File: config.mk
export PLATFORM = sky130hd
export DESIGN_NAME = formatare_iesire_tx
export DESIGN_NICKNAME = d
export VERILOG_FILES = /design/src/rtl/enigma_pkg.sv /design/src/rtl/fifo_sincron.sv /design/src/rtl/formatare_iesire_tx.sv
export SDC_FILE = /design/constraint.sdc
export NUM_CORES = 1
export LEC_CHECK = 0
export ABC_AREA = 1
export BUFFER_PORTS_ARGS = -buffer_cell sky130_fd_sc_hd__buf_2
export CORE_ASPECT_RATIO = 0.5
export CORE_MARGIN = 2
export CORE_UTILIZATION = 45
export CTS_CLUSTER_DIAMETER = 50
export DETAILED_ROUTE_END_ITERATION = 7
export GPL_TIMING_DRIVEN = 0
export SLEW_MARGIN = 30
export SYNTH_ARGS = -nofsm -noshare
export SYNTH_HDL_FRONTEND = slang
export SYNTH_SLANG_ARGS = --single-unit
File: constraint.sdc
create_clock -name clk -period 3.2 [get_ports clk]
set_input_delay 0.32 -clock clk [delete_from_list [all_inputs] [get_ports clk]]
set_output_delay 0.32 -clock clk [all_outputs]
set_load 0.02 [all_outputs]
File: src/rtl/enigma_pkg.sv
// Shared definitions for the Enigma datapath: ASCII constants used by the
// output formatter and the transmit handshake state type.
package enigma_pkg;

    localparam logic [7:0] ASCII_A  = 8'h41;
    localparam logic [7:0] ASCII_SP = 8'h20;
    localparam logic [7:0] ASCII_CR = 8'h0D;
    localparam logic [7:0] ASCII_LF = 8'h0A;

    // Highest valid letter index ('Z')
    localparam logic [4:0] IDX_MAX = 5'd25;

    typedef enum logic [1:0] {
        ST_IDLE      = 2'd0,
        ST_START     = 2'd1,
        ST_WAIT_DONE = 2'd2
    } tx_state_t;

endpackage

File: src/rtl/fifo_sincron.sv
// Synchronous FIFO: registered read data, power-of-2 depth, pointers wrap
// modulo DEPTH and an extra count bit separates full from empty.
module fifo_sincron #(
    parameter int WIDTH = 5,
    parameter int DEPTH = 16
) (
    input  logic                     clk,
    input  logic                     rst_n,
    input  logic                     wr_en,
    input  logic [WIDTH-1:0]         wr_data,
    input  logic                     rd_en,
    output logic [WIDTH-1:0]         rd_data,
    output logic                     full,
    output logic                     empty,
    output logic [$clog2(DEPTH):0]   count
);

    localparam int AW = $clog2(DEPTH);

    logic [WIDTH-1:0] mem [DEPTH];
    logic [AW-1:0]    wr_ptr;
    logic [AW-1:0]    rd_ptr;
    logic             do_wr;
    logic             do_rd;

    assign full  = (count == (AW+1)'(DEPTH));
    assign empty = (count == '0);

    // Full is judged on the current count, so a write while full is dropped
    // even if a pop happens in the same cycle.
    assign do_wr = wr_en && !full;
    assign do_rd = rd_en && !empty;

    // Storage array, no reset needed
    always_ff @(posedge clk) begin
        if (do_wr) begin
            mem[wr_ptr] <= wr_data;
        end
    end

    // Pointers, count and registered read data
    always_ff @(posedge clk or negedge rst_n) begin
        if (!rst_n) begin
            wr_ptr  <= '0;
            rd_ptr  <= '0;
            count   <= '0;
            rd_data <= '0;
        end else begin
            if (do_wr) begin
                wr_ptr <= wr_ptr + AW'(1);
            end
            if (do_rd) begin
                rd_ptr  <= rd_ptr + AW'(1);
                rd_data <= mem[rd_ptr];
            end
            case ({do_wr, do_rd})
                2'b10:   count <= count + (AW+1)'(1);
                2'b01:   count <= count - (AW+1)'(1);
                default: count <= count;
            endcase
        end
    end

endmodule

File: src/rtl/formatare_iesire_tx.sv
// Output formatter between the Enigma core and the UART transmitter.
// Buffers letter indices, converts them to ASCII and drives the
// tx_start/tx_din handshake. Define FORMATARE_GRUPARE_EN to insert a space
// every GROUP_LEN letters, CR LF every GROUPS_PER_LINE groups, and to honour
// flush; otherwise letters go out back-to-back and flush is ignored.
module formatare_iesire_tx
    import enigma_pkg::*;
#(
    parameter int DEPTH           = 16,
    parameter int GROUP_LEN       = 5,
    parameter int GROUPS_PER_LINE = 5
) (
    input  logic                     clk,
    input  logic                     rst_n,
    input  logic                     char_valid,
    input  logic [4:0]               char_idx,
    input  logic                     flush,
    input  logic                     tx_active,
    input  logic                     tx_done,
    output logic                     tx_start,
    output logic [7:0]               tx_din,
    output logic [$clog2(DEPTH):0]   fifo_count,
    output logic                     fifo_full,
    output logic                     overflow
);

    tx_state_t  state, state_n;
    logic [7:0] byte_q, byte_n;
    logic       sel_letter, sel_letter_n;
    logic       pop;
    logic       fifo_wr;
    logic       fifo_empty;
    logic [4:0] fifo_rd_data;

`ifdef FORMATARE_GRUPARE_EN
    localparam int LW = $clog2(GROUP_LEN + 1);
    localparam int GW = (GROUPS_PER_LINE > 1) ? $clog2(GROUPS_PER_LINE) : 1;

    logic [LW-1:0] letter_cnt, letter_cnt_n;
    logic [GW-1:0] group_cnt, group_cnt_n;
    logic          lf_pend, lf_pend_n;
    logic          flush_pend, flush_pend_n;
`else
    logic          unused_flush;
    assign unused_flush = flush;
`endif

    assign fifo_wr = char_valid && (char_idx <= IDX_MAX);

    fifo_sincron #(
        .WIDTH (5),
        .DEPTH (DEPTH)
    ) u_fifo (
        .clk     (clk),
        .rst_n   (rst_n),
        .wr_en   (fifo_wr),
        .wr_data (char_idx),
        .rd_en   (pop),
        .rd_data (fifo_rd_data),
        .full    (fifo_full),
        .empty   (fifo_empty),
        .count   (fifo_count)
    );

    // The FIFO read data lands one edge after the pop, together with the
    // START state, so letters are converted from rd_data directly rather
    // than copied into byte_q; rd_data only moves on the next pop.
    assign tx_din   = sel_letter ? ({3'b000, fifo_rd_data} + ASCII_A) : byte_q;
    assign tx_start = (state == ST_START);

    // Sticky record of a letter dropped because the FIFO was full
    always_ff @(posedge clk or negedge rst_n) begin
        if (!rst_n) begin
            overflow <= 1'b0;
        end else if (fifo_wr && fifo_full) begin
            overflow <= 1'b1;
        end
    end

    // FSM, byte select and grouping state registers
    always_ff @(posedge clk or negedge rst_n) begin
        if (!rst_n) begin
            state      <= ST_IDLE;
            byte_q     <= '0;
            sel_letter <= 1'b0;
`ifdef FORMATARE_GRUPARE_EN
            letter_cnt <= '0;
            group_cnt  <= '0;
            lf_pend    <= 1'b0;
            flush_pend <= 1'b0;
`endif
        end else begin
            state      <= state_n;
            byte_q     <= byte_n;
            sel_letter <= sel_letter_n;
`ifdef FORMATARE_GRUPARE_EN
            letter_cnt <= letter_cnt_n;
            group_cnt  <= group_cnt_n;
            lf_pend    <= lf_pend_n;
            flush_pend <= flush_pend_n;
`endif
        end
    end

    // Next-state logic: pick the next byte by priority when the line is free
    always_comb begin
        state_n      = state;
        byte_n       = byte_q;
        sel_letter_n = sel_letter;
        pop          = 1'b0;
`ifdef FORMATARE_GRUPARE_EN
        letter_cnt_n = letter_cnt;
        group_cnt_n  = group_cnt;
        lf_pend_n    = lf_pend;
        flush_pend_n = flush_pend | flush;
`endif
        case (state)
            ST_IDLE: begin
                if (!tx_active) begin
`ifdef FORMATARE_GRUPARE_EN
                    if (lf_pend) begin
                        byte_n       = ASCII_LF;
                        sel_letter_n = 1'b0;
                        lf_pend_n    = 1'b0;
                        state_n      = ST_START;
                    end else if (!fifo_empty && (letter_cnt == LW'(GROUP_LEN))) begin
                        sel_letter_n = 1'b0;
                        letter_cnt_n = '0;
                        state_n      = ST_START;
                        if (group_cnt == GW'(GROUPS_PER_LINE - 1)) begin
                            byte_n      = ASCII_CR;
                            lf_pend_n   = 1'b1;
                            group_cnt_n = '0;
                        end else begin
                            byte_n      = ASCII_SP;
                            group_cnt_n = group_cnt + GW'(1);
                        end
                    end else if (!fifo_empty) begin
                        pop          = 1'b1;
                        sel_letter_n = 1'b1;
                        letter_cnt_n = letter_cnt + LW'(1);
                        state_n      = ST_START;
                    end else if (flush_pend) begin
                        flush_pend_n = 1'b0;
                        if ((letter_cnt != '0) || (group_cnt != '0)) begin
                            byte_n       = ASCII_CR;
                            sel_letter_n = 1'b0;
                            lf_pend_n    = 1'b1;
                            letter_cnt_n = '0;
                            group_cnt_n  = '0;
                            state_n      = ST_START;
                        end
                    end
`else
                    if (!fifo_empty) begin
                        pop          = 1'b1;
                        sel_letter_n = 1'b1;
                        state_n      = ST_START;
                    end
`endif
                end
            end
            ST_START: begin
                state_n = ST_WAIT_DONE;
            end
            ST_WAIT_DONE: begin
                if (tx_done) begin
                    state_n = ST_IDLE;
                end
            end
            default: begin
                state_n = ST_IDLE;
            end
        endcase
    end

endmodule

==> results of run 1 <==
-- metrics by stage --
stage | area (um^2) | cells | power (uW) | hold WS, ps | setup WS (ps)
final | 5400 | 671 | 4820 | 147 | 557
after global routing | 5400 | 671 | 5170 | 155 | 378
after CTS | 5400 | 671 | 4830 | 139 | 567
after detailed placement | 5070 | 654 | 3680 | 341 | 571
after global placement | 5070 | 654 | 3660 | 335 | 611
after floorplan | 4770 | 490 | 3130 | 24.4 | 774
-- synth_stat cells, types with 2 or more instances --
| library cell | count | area share, % |
|---|---|---|
| o21ai_0 | 3 | 0.31 |
| inv_1 | 84 | 6.6 |
| edfxtp_1 | 80 | 50 |
| o21bai_1 | 2 | 0.31 |
| o21ai_2 | 2 | 0.37 |
| xnor2_1 | 2 | 0.37 |
| buf_2 | 10 | 1.0 |
| nand3_1 | 65 | 6.8 |
| nor3_1 | 17 | 1.8 |
| ha_1 | 10 | 2.6 |
| a21oi_1 | 3 | 0.31 |
| nand2_2 | 2 | 0.26 |
| clkbuf_1 | 2 | 0.16 |
| buf_4 | 7 | 1.1 |
| inv_2 | 2 | 0.16 |
| nor2_1 | 12 | 0.94 |
| xor2_1 | 6 | 1.1 |
| nand2_1 | 146 | 11 |
| dfrtp_1 | 22 | 12 |
-- layout by cell type, fill, tap and decap left out, types with 2 or more instances in the layout --
master	synthesis	routed
nand2_1	146	146
inv_1	84	84
edfxtp_1	80	80
nand3_1	65	65
buf_2	10	34
dfrtp_1	22	22
nor3_1	17	16
nor2_1	12	12
clkbuf_16	0	11
ha_1	10	10
buf_4	7	7
xor2_1	6	6
clkbuf_1	2	4
o21ai_0	3	3
a21oi_1	3	3
inv_2	2	2
nand2_2	2	2
o21bai_1	2	2
o21ai_2	2	2
xnor2_1	2	2
-- metal layers --
metal | share of wire, % | wire length, um | GRT usage, % | up-vias
li1 | - | - | - | 1639
met4 | 1.8 | 184 | 6.00 | 0
met2 | 45 | 4590 | 30.2 | 94
met5 | 0 | 0 | 0 | -
met3 | 6.0 | 623 | 4.46 | 12
met1 | 48 | 4920 | 28.5 | 1528
-- critical path, delay by kind of cell, from the launching register on --
family,cells,cell delay [ps]
buf+inv,2,200
fa+ha+maj,2,720
flops,1,460
xor+xnor,1,160
simple gates,8,880
compound gates,1,160
-- kinds of logic after synthesis --
group,after synthesis
other,1
AND/OR/NAND/NOR,246
buffers and inverters,107
flip-flops,102
adder cells (fa/ha/maj),11
XOR/XNOR,8
AO/OA/AOI/OAI,15
-- where the power goes --
group / internal (uW) / total (uW) / switching (uW)
logic: 617 / 1850 / 1240
registers: 1650 / 1820 / 163
clock network: 698 / 1150 / 454
total: 2970 / 4820 / 1860
-- state kept, by name (all words and copies together), names as in the netlist --
signal and cells:
overflow 1, sel_letter 1, state 2, u_fifo.count 5, u_fifo.mem 80, u_fifo.rd_data 5, u_fifo.rd_ptr 4, u_fifo.wr_ptr 4
-- layout make-up --
cell class / instances / area [um^2] / area share (%)
Sequential cell: 102 / 2950 / 54.6
Multi-Input combinational cell: 281 / 1370 / 25.4
Inverter: 87 / 329 / 6.09
Clock buffer: 13 / 283 / 5.23
Tap cell: 140 / 175 / 3.24
Timing Repair Buffer: 25 / 130 / 2.41
Buffer: 20 / 121 / 2.25
Clock inverter: 3 / 38.8 / 0.718
-- final timing paths --
path	from	end	slack, ps
setup / recovery	u_fifo.count[1]	u_fifo.count[4]	560
hold / removal	tx_done	state[1]	150
setup reg to reg	u_fifo.count[1]	u_fifo.count[4]	560
hold reg to reg	overflow	overflow	460
max in group asynchronous	rst_n	u_fifo.count[4]	2320
min in group asynchronous	rst_n	sel_letter	500
==> impl_metrics.py, run 1 <==
metrics = {
    "run_status": {
        "status": "finished, final reports clean",
    },
    "global_routing": {
        "grtUsageTotal_pct": 19.8,
        "antenna_found_initial": 0,
        "overflow": 0,
        "grt_pass1_wl_um": 16600,
        "grt_max_degree": 23,
        "grt_pass1_vias": 3143,
    },
    "die": {
        "die_y_um": 76.8,
        "io_pins": 27,
        "start_util_pct": 46.6,
        "core_region_area_um2": 10200,
        "fp-row-count": 26,
        "die-area_um2": 11500,
        "die_x_um": 150,
    },
    "timing": {
        "finalCritPeriodShare_pct": 82.6,
        "setup_viol": 0,
        "finalMaxSlewViolations": 0,
        "hold_viol_final": 0,
        "fin_skew_ps": 6.35,
        "max_freq_ghz": 0.378,
        "maxSlewHeadroom_pct": 36.3,
        "finalSetupTns_ps": 0,
        "fin_crit_ps": 2640,
        "rsz0062_at_grt": "false",
        "tightest_slew_ps": 948,
    },
    "critical_path": {
        "worstPathArrival_ps": 2930,
        "crit_path_max_incr_delay_ps": 460,
        "cpMaxStageDelayCell": "dfrtp_1",
        "cp_cell_sequence": "nor2_1 > nand3_1 > or2_4 > nand2_4 > inv_4 > buf_6 > ha_1 > fa_1 > nand2_1 > nand2_1 > a21oi_1 > xor2_1 > nand2_1 > nand2_1",
        "path_class": "flip-flop to flip-flop",
        "cp-start-kind": "flip-flop",
        "crit_path_frequent_cell": "nand2_1",
        "worst-path-max-fanout": 10,
        "cp.required_ps": 3490,
        "end_kind": "flip-flop",
        "reg2reg_depth": 14,
    },
    "synth": {
        "ys_ff_latch": 102,
        "ys_types": 32,
        "yosys.area_share.adder_pct": 3.04,
        "synth-compound-area-share_pct": 2.05,
        "synth_area_um2": 4770,
        "seq_area_frac_synth_pct": 61.9,
        "synth.avg_cell_area_um2": 9.74,
        "synth_nets": 512,
        "synth_ff_type": "edfxtp_1",
        "synth_simple_gate_area_share_pct": 22.1,
        "synth_xor_area_share_pct": 1.47,
        "ys_warn_count": 0,
        "synth_top_family_by_area": "simple AND/OR/NAND/NOR gates",
        "synth_mux_area_share_pct": 0,
        "async_flop_share_pct": 21.6,
        "synth_edf_count": 80,
        "synth_cells": 490,
    },
    "clocking": {
        "cts_setup_buffers": 0,
        "cts_max_level": 3,
        "root_buffer": "clkbuf_16",
        "cts.sinks": 102,
        "insertion_delay_ps": 350,
        "cts.path.max_buffers": 2,
        "cts_buffers": 9,
        "ctsResizeCount": 0,
        "hold_buffers": 1,
        "tritoncts": "built",
        "clkSlewWorstSetupHoldPaths_ps": 70,
    },
    "detailed_routing": {
        "via_per_inst": 4.88,
        "dr.pass1.iters": 4,
        "ant_nets": 0,
        "vias": 3273,
        "wirelength_um": 10300,
        "initialDrtViolationCount": 277,
        "wl_per_cell_um": 15.4,
        "drc": 0,
    },
    "cells_and_area": {
        "utilization_pct": 52.7,
        "nNetsFinal": 548,
        "num-fill-cells": 947,
        "drive_gt1_share_pct": 12.4,
        "area_delta_synth_final_pct": 13.2,
        "antenna_cells": 0,
    },
    "placed_design": {
        "dp_hpwl_um": 7170,
        "numPortBuffers": 24,
        "gp_congestion": 0.863,
    },
    "worst_hold_path": {
        "holdPathStages": 2,
        "hold_class": "primary input to flip-flop",
    },
    "power_and_ir_drop": {
        "power_leakage_uw": 0.00248,
        "p_per_area_nw_per_um2": 892,
        "max-vdd-ir-drop_mv": 0.438,
    },
    "flow_run": {
        "drv_cap": 0,
    },
}
No activity file was read; power rests on OpenSTA's default activity.
==> run 2, diff against run 1 <==
==> constraint.sdc (replaced) <==
create_clock -name clk -period 2.7 [get_ports clk]
set_input_delay 0.27 -clock clk [delete_from_list [all_inputs] [get_ports clk]]
set_output_delay 0.27 -clock clk [all_outputs]
set_load 0.02 [all_outputs]
==> run 2 against run 1 <==
Worst setup slack got worse by 350 ps. Count of clock-buffer cells in the layout did not move. Power rose by 19%. Register-to-register slack got worse by 350 ps. Final cell count unchanged. Flip-flop and latch count unchanged. Routed wire length shrank 0.42%. Core utilization up 0.12 points. Die area unchanged. Design area up 0.23%. Combinational power up 19%. Non-clock buffer count stayed put. Largest cell class unchanged. Largest power group unchanged.
==> impl_metrics.py, run 2 (same netlist as run 1, synthesis figures left out) <==
metrics = {
    "power_and_ir_drop": {
        "sw_frac_of_total_pct": 38.4,
        "power_leakage_uw": 0.00248,
        "p_switching_uw": 2200,
        "power.share.sequential_pct": 37.6,
        "p_per_area_nw_per_um2": 1060,
        "p_clk_share_pct": 23.9,
        "combPwrFrac_pct": 38.5,
        "power.total_uw": 5720,
        "power.internal_uw": 3530,
        "max-vdd-ir-drop_mv": 0.524,
    },
    "clocking": {
        "root_buffer": "clkbuf_16",
        "cts.sinks": 102,
        "cts_buffers": 9,
        "insertion_delay_ps": 350,
        "cts.path.max_buffers": 2,
        "cts_max_level": 3,
        "cts_setup_buffers": 0,
        "clkSlewWorstSetupHoldPaths_ps": 60,
        "tritoncts": "built",
    },
    "critical_path": {
        "worstPathArrival_ps": 2790,
        "cp_cell_sequence": "nor2_1 > nand3_1 > or2_4 > nand2_8 > inv_4 > buf_6 > ha_2 > fa_1 > nand2_1 > nand2_1 > a21oi_1 > xor2_1 > nand2_1 > nand2_1",
        "end_kind": "flip-flop",
        "crit_path_frequent_cell": "nand2_1",
        "cp.required_ps": 2990,
        "crit_family": "simple AND/OR/NAND/NOR gates",
        "crit_path_max_incr_delay_ps": 440,
        "path_class": "flip-flop to flip-flop",
        "cp-start-kind": "flip-flop",
        "path_buf_inv": 2,
        "cpMaxStageDelayCell": "dfrtp_2",
        "worst-path-max-fanout": 10,
    },
    "detailed_routing": {
        "wl_per_cell_um": 15.3,
        "wirelength_um": 10300,
        "drc": 0,
        "vias": 3251,
        "dr.pass1.iters": 5,
        "via_per_inst": 4.85,
        "initialDrtViolationCount": 260,
        "ant_nets": 0,
    },
    "cells_and_area": {
        "nNetsFinal": 548,
        "largest_reg_flops": 80,
        "antenna_cells": 0,
        "final_common_cell": "nand2_1",
        "mostFrequentLayoutCells": "nand2_1 (146), inv_1 (84), edfxtp_1 (80)",
        "top_register": "u_fifo.mem",
        "reg_top3": "u_fifo.mem x80, u_fifo.count x5, u_fifo.rd_data x5",
        "multi_input_area_um2": 1390,
        "ff_latch_area_um2": 2950,
        "drive_gt1_share_pct": 12.8,
        "area_delta_synth_final_pct": 13.5,
        "num-fill-cells": 948,
    },
    "global_routing": {
        "grt_pass1_vias": 3143,
        "grt_max_degree": 23,
        "overflow": 0,
        "antenna_found_initial": 0,
        "grtUsageTotal_pct": 19.8,
        "grt_pass1_wl_um": 16600,
    },
    "die": {
        "io_pins": 27,
        "die_x_um": 150,
        "die-area_um2": 11500,
        "start_util_pct": 46.6,
        "core_region_area_um2": 10200,
        "die_y_um": 76.8,
        "fp-row-count": 26,
    },
    "placed_design": {
        "numPortBuffers": 24,
        "dp_hpwl_um": 7170,
        "gp_congestion": 0.863,
    },
    "flow_run": {
        "drv_cap": 0,
    },
    "timing": {
        "finalCritPeriodShare_pct": 92.5,
        "finalSetupTns_ps": 0,
        "max_freq_ghz": 0.400,
        "finalHoldWorstSlack_ps": 96.0,
        "hold_viol_final": 0,
        "fin_crit_ps": 2500,
        "fin_skew_ps": 7.44,
        "setup_viol": 0,
        "tightest_slew_ps": 939,
        "maxSlewHeadroom_pct": 36.9,
        "finalMaxSlewViolations": 0,
    },
    "worst_hold_path": {
        "hold_class": "primary input to flip-flop",
    },
    "run_status": {
        "status": "finished, final reports clean",
    },
}
[run 2: changes by cell type in the layout (fill, tap and decap cells not counted)]
| cell | change |
|---|---|
| dfrtp_2 | +1 |
| dfrtp_1 | -1 |
| ha_1 | -1 |
| nand2_4 | -1 |
| ha_2 | +1 |
| nand2_8 | +1 |
[run 2: power by group through the flow]
stage                     Sequential (uW)  Combinational [uW]  Clock [uW]
after CTS                            2150                2190        1380
after floorplan                      2190                1520           0
after global routing                 2190                2510        1440
final                                2150                2210        1370
after detailed placement             2180                2190           0
after global placement               2170                2160           0
[run 2: stage by stage]
step | std cells | setup slack (ps) | area, um^2 | util (%)
after detailed placement | 654 | 93.6 | 5070 | 49.5
after floorplan | 490 | 274 | 4770 | -
after CTS | 671 | 67.0 | 5400 | 52.7
after global routing | 671 | -6.17 | 5420 | 52.9
final | 671 | 202 | 5420 | 52.9
after global placement | 654 | 118 | 5070 | 49.5
[run 2: path summary, 6_finish.rpt]
check | startpoint | to | slack, ps | depth (start not counted)
min in group asynchronous | rst_n | sel_letter | 450 | 2
max in group asynchronous | rst_n | u_fifo.count[1] | 1850 | 2
setup reg to reg | u_fifo.count[1] | u_fifo.count[4] | 200 | 14
setup / recovery | u_fifo.count[1] | u_fifo.count[4] | 200 | 14
hold reg to reg | overflow | overflow | 460 | 1
hold / removal | tx_done | state[1] | 100 | 2
[run 2: final cells by class]
type                    instances  share of cell area, %
plain buffers                  20                   2.24
clock buffers                  13                   5.22
clock inverters                 3                  0.716
inverters                      87                   6.08
multi-input cells             281                   25.6
flip-flops and latches        102                   54.5
well taps                     140                   3.23
repair buffers                 25                   2.40
[run 2: routing by layer]
| layer | up-vias | track usage (%) | wire, um | part of all wire [%] |
|---|---|---|---|---|
| li1 | 1641 | - | - | - |
| met1 | 1518 | 28.5 | 4970 | 48 |
| met2 | 85 | 30.2 | 4550 | 44 |
| met3 | 7 | 4.46 | 650 | 6.3 |
| met4 | 0 | 6.00 | 102 | 0.99 |
| met5 | - | 0 | 0 | 0 |
[run 2: timing repair]
item,CTS,global route
endpoints found under the setup margin,0,2
hold buffers,1,0
gates resized for setup,0,3
endpoints found under the hold margin,22,0
==> run 3, diff against run 2 <==
--- a/config.mk
+++ b/config.mk
@@ -13,6 +13,7 @@
 export CTS_CLUSTER_DIAMETER = 50
 export DETAILED_ROUTE_END_ITERATION = 7
 export GPL_TIMING_DRIVEN = 0
+export REMOVE_ABC_BUFFERS = 1
 export SLEW_MARGIN = 30
 export SYNTH_ARGS = -nofsm -noshare
 export SYNTH_HDL_FRONTEND = slang
==> run 3 against run 2 <==
Critical path depth shrank 1. Count of clock-buffer cells in the layout decreased by 1. Design area fell by 1.9%. Sequential power increased by 5%. Clock skew down 3.9 ps. Power fell by 1.4%. Largest power group is now registers.
==> impl_metrics.py, run 3 (same netlist as run 1, synthesis figures left out) <==
metrics = {
    "run_status": {
        "status": "finished, final reports clean",
    },
    "global_routing": {
        "use_met3_pct": 4.05,
        "grtUsageTotal_pct": 19.0,
        "grtUsageMet2_pct": 31.4,
        "antenna_found_initial": 0,
        "grt_max_degree": 42,
        "busiest_layer": "met2",
        "grt_util_met1_pct": 25.7,
        "overflow": 0,
        "grt_pass1_vias": 3216,
        "grt_pass1_wl_um": 16500,
    },
    "clocking": {
        "insertion_delay_ps": 340,
        "clkSlewWorstSetupHoldPaths_ps": 60,
        "root_buffer": "clkbuf_16",
        "cts_buffers": 9,
        "cts_setup_buffers": 0,
        "cts.sinks": 102,
        "tritoncts": "built",
        "cts_max_level": 3,
        "cts.path.max_buffers": 2,
    },
    "critical_path": {
        "worstPathArrival_ps": 2710,
        "crit_path_frequent_cell": "nand2_1",
        "cp_cell_sequence": "nor2_1 > nand3_1 > or2_4 > nand2_4 > inv_4 > ha_2 > fa_1 > nand2_1 > nand2_1 > a21oi_1 > xor2_1 > nand2_1 > nand2_1",
        "crit_path_max_incr_delay_ps": 450,
        "cp.required_ps": 2980,
        "worst-path-max-fanout": 12,
        "cpMaxStageDelayCell": "dfrtp_1",
        "end_kind": "flip-flop",
        "timing.rr.start": "u_fifo.count[1]",
        "rrSetupSlack_ps": 280,
        "cp-start-kind": "flip-flop",
        "worstSetupStartpoint": "u_fifo.count[1]",
        "path_class": "flip-flop to flip-flop",
    },
    "power_and_ir_drop": {
        "max-vdd-ir-drop_mv": 0.519,
        "combPwrFrac_pct": 35.3,
        "sw_frac_of_total_pct": 38.2,
        "p_switching_uw": 2150,
        "power_leakage_uw": 0.00241,
        "power.share.sequential_pct": 40.0,
        "p_per_area_nw_per_um2": 1060,
        "p_clk_share_pct": 24.7,
        "power.internal_uw": 3490,
    },
    "timing": {
        "maxSlewHeadroom_pct": 40.6,
        "rsz0062_at_grt": "false",
        "hold_viol_final": 0,
        "finalCritPeriodShare_pct": 89.8,
        "fin_skew_ps": 3.52,
        "finalMaxSlewViolations": 0,
        "max_freq_ghz": 0.413,
        "setup_viol": 0,
        "tightest_slew_ps": 884,
        "timing.final.ws_setup_ps": 276,
        "fin_crit_ps": 2420,
        "finalHoldWorstSlack_ps": 101,
    },
    "cells_and_area": {
        "largest_reg_flops": 80,
        "area_delta_synth_final_pct": 11.4,
        "top_register": "u_fifo.mem",
        "final_area_um2": 5320,
        "reg_top3": "u_fifo.mem x80, u_fifo.count x5, u_fifo.rd_data x5",
        "drive_gt1_share_pct": 10.2,
        "antenna_cells": 0,
        "final_common_cell": "nand2_1",
        "mostFrequentLayoutCells": "nand2_1 (145), inv_1 (84), edfxtp_1 (80)",
        "nNetsFinal": 529,
    },
    "detailed_routing": {
        "wl_per_cell_um": 15.4,
        "initialDrtViolationCount": 253,
        "via_per_inst": 4.90,
        "ant_nets": 0,
        "vias": 3198,
        "dr.pass1.iters": 4,
        "wirelength_um": 10100,
        "drc": 0,
    },
    "worst_hold_path": {
        "hp-start": "tx_done",
        "hold_class": "primary input to flip-flop",
    },
    "die": {
        "die_x_um": 150,
        "die_y_um": 76.8,
        "core_region_area_um2": 10200,
        "fp-row-count": 26,
        "start_util_pct": 46.6,
        "die-area_um2": 11500,
        "io_pins": 27,
    },
    "placed_design": {
        "placed_cell_area_um2": 4970,
        "dp_hpwl_um": 6460,
        "gp_congestion": 0.792,
        "numPortBuffers": 24,
        "place_ws_ps": -165,
    },
    "flow_run": {
        "drv_cap": 0,
    },
}
run 3: changes by cell type in the layout (fill, tap and decap cells not counted), moves of 2 or more:
cell       before  now
clkbuf_16      11    9
clkbuf_1        4    1
buf_4           7    0
clkbuf_8        0    2
buf_2          34   24
run 3: final timing paths:
path                                    endpoint  depth (start not counted)
min in group asynchronous       u_fifo.rd_ptr[3]                          2
worst min register to register          overflow                          1
max in group asynchronous       u_fifo.rd_ptr[0]                          2
worst max-delay path             u_fifo.count[4]                         13
worst min-delay path                    state[1]                          2
worst max register to register   u_fifo.count[4]                         13
run 3: area by class of cell:
type,count,area (um^2)
well taps,140,175
inverters,87,329
repair buffers,26,158
fillers,921,4930
flip-flops and latches,102,2950
clock buffers,12,256
multi-input cells,281,1370
clock inverters,4,68.8
run 3: critical path, delay by kind of cell (launching register included):
family / cells / cell delay, ps
buffers and inverters: 1 / 100
AND/OR/NAND/NOR: 8 / 860
adder cells (fa/ha/maj): 2 / 630
flip-flops: 1 / 450
XOR/XNOR: 1 / 160
AO/OA/AOI/OAI: 1 / 170
run 3: repair_timing:
action	4_1_cts	5_1_grt
hold buffers	1	0
gates cloned	0	0
endpoints found under the hold margin	22	0
resized for setup	1	1
setup endpoints to repair	1	1
run 3: power by group through the flow:
stage          Combinational (uW)  Clock, uW  Sequential (uW)
2_1_floorplan                1300          0             2280
3_3_place_gp                 1870          0             2340
3_5_place_dp                 1990          0             2290
4_1_cts                      2010       1420             2260
5_1_grt                      2270       1470             2300
6_report                     1990       1390             2260
run 3: per-stage QoR:
step	TNS [ps]	util, %	cells	total power [uW]
final	0	51.9	652	5640
after global placement	-1610	48.3	634	4210
after global routing	0	51.9	652	6040
after floorplan	0	-	470	3580
after CTS	0	51.8	652	5690
after detailed placement	-228	48.5	635	4290
run 3: routing by layer:
layer	vias to the layer above	wire [um]
met2	77	4650
met5	-	0
li1	1602	-
met1	1508	4810
met4	0	119
met3	11	488
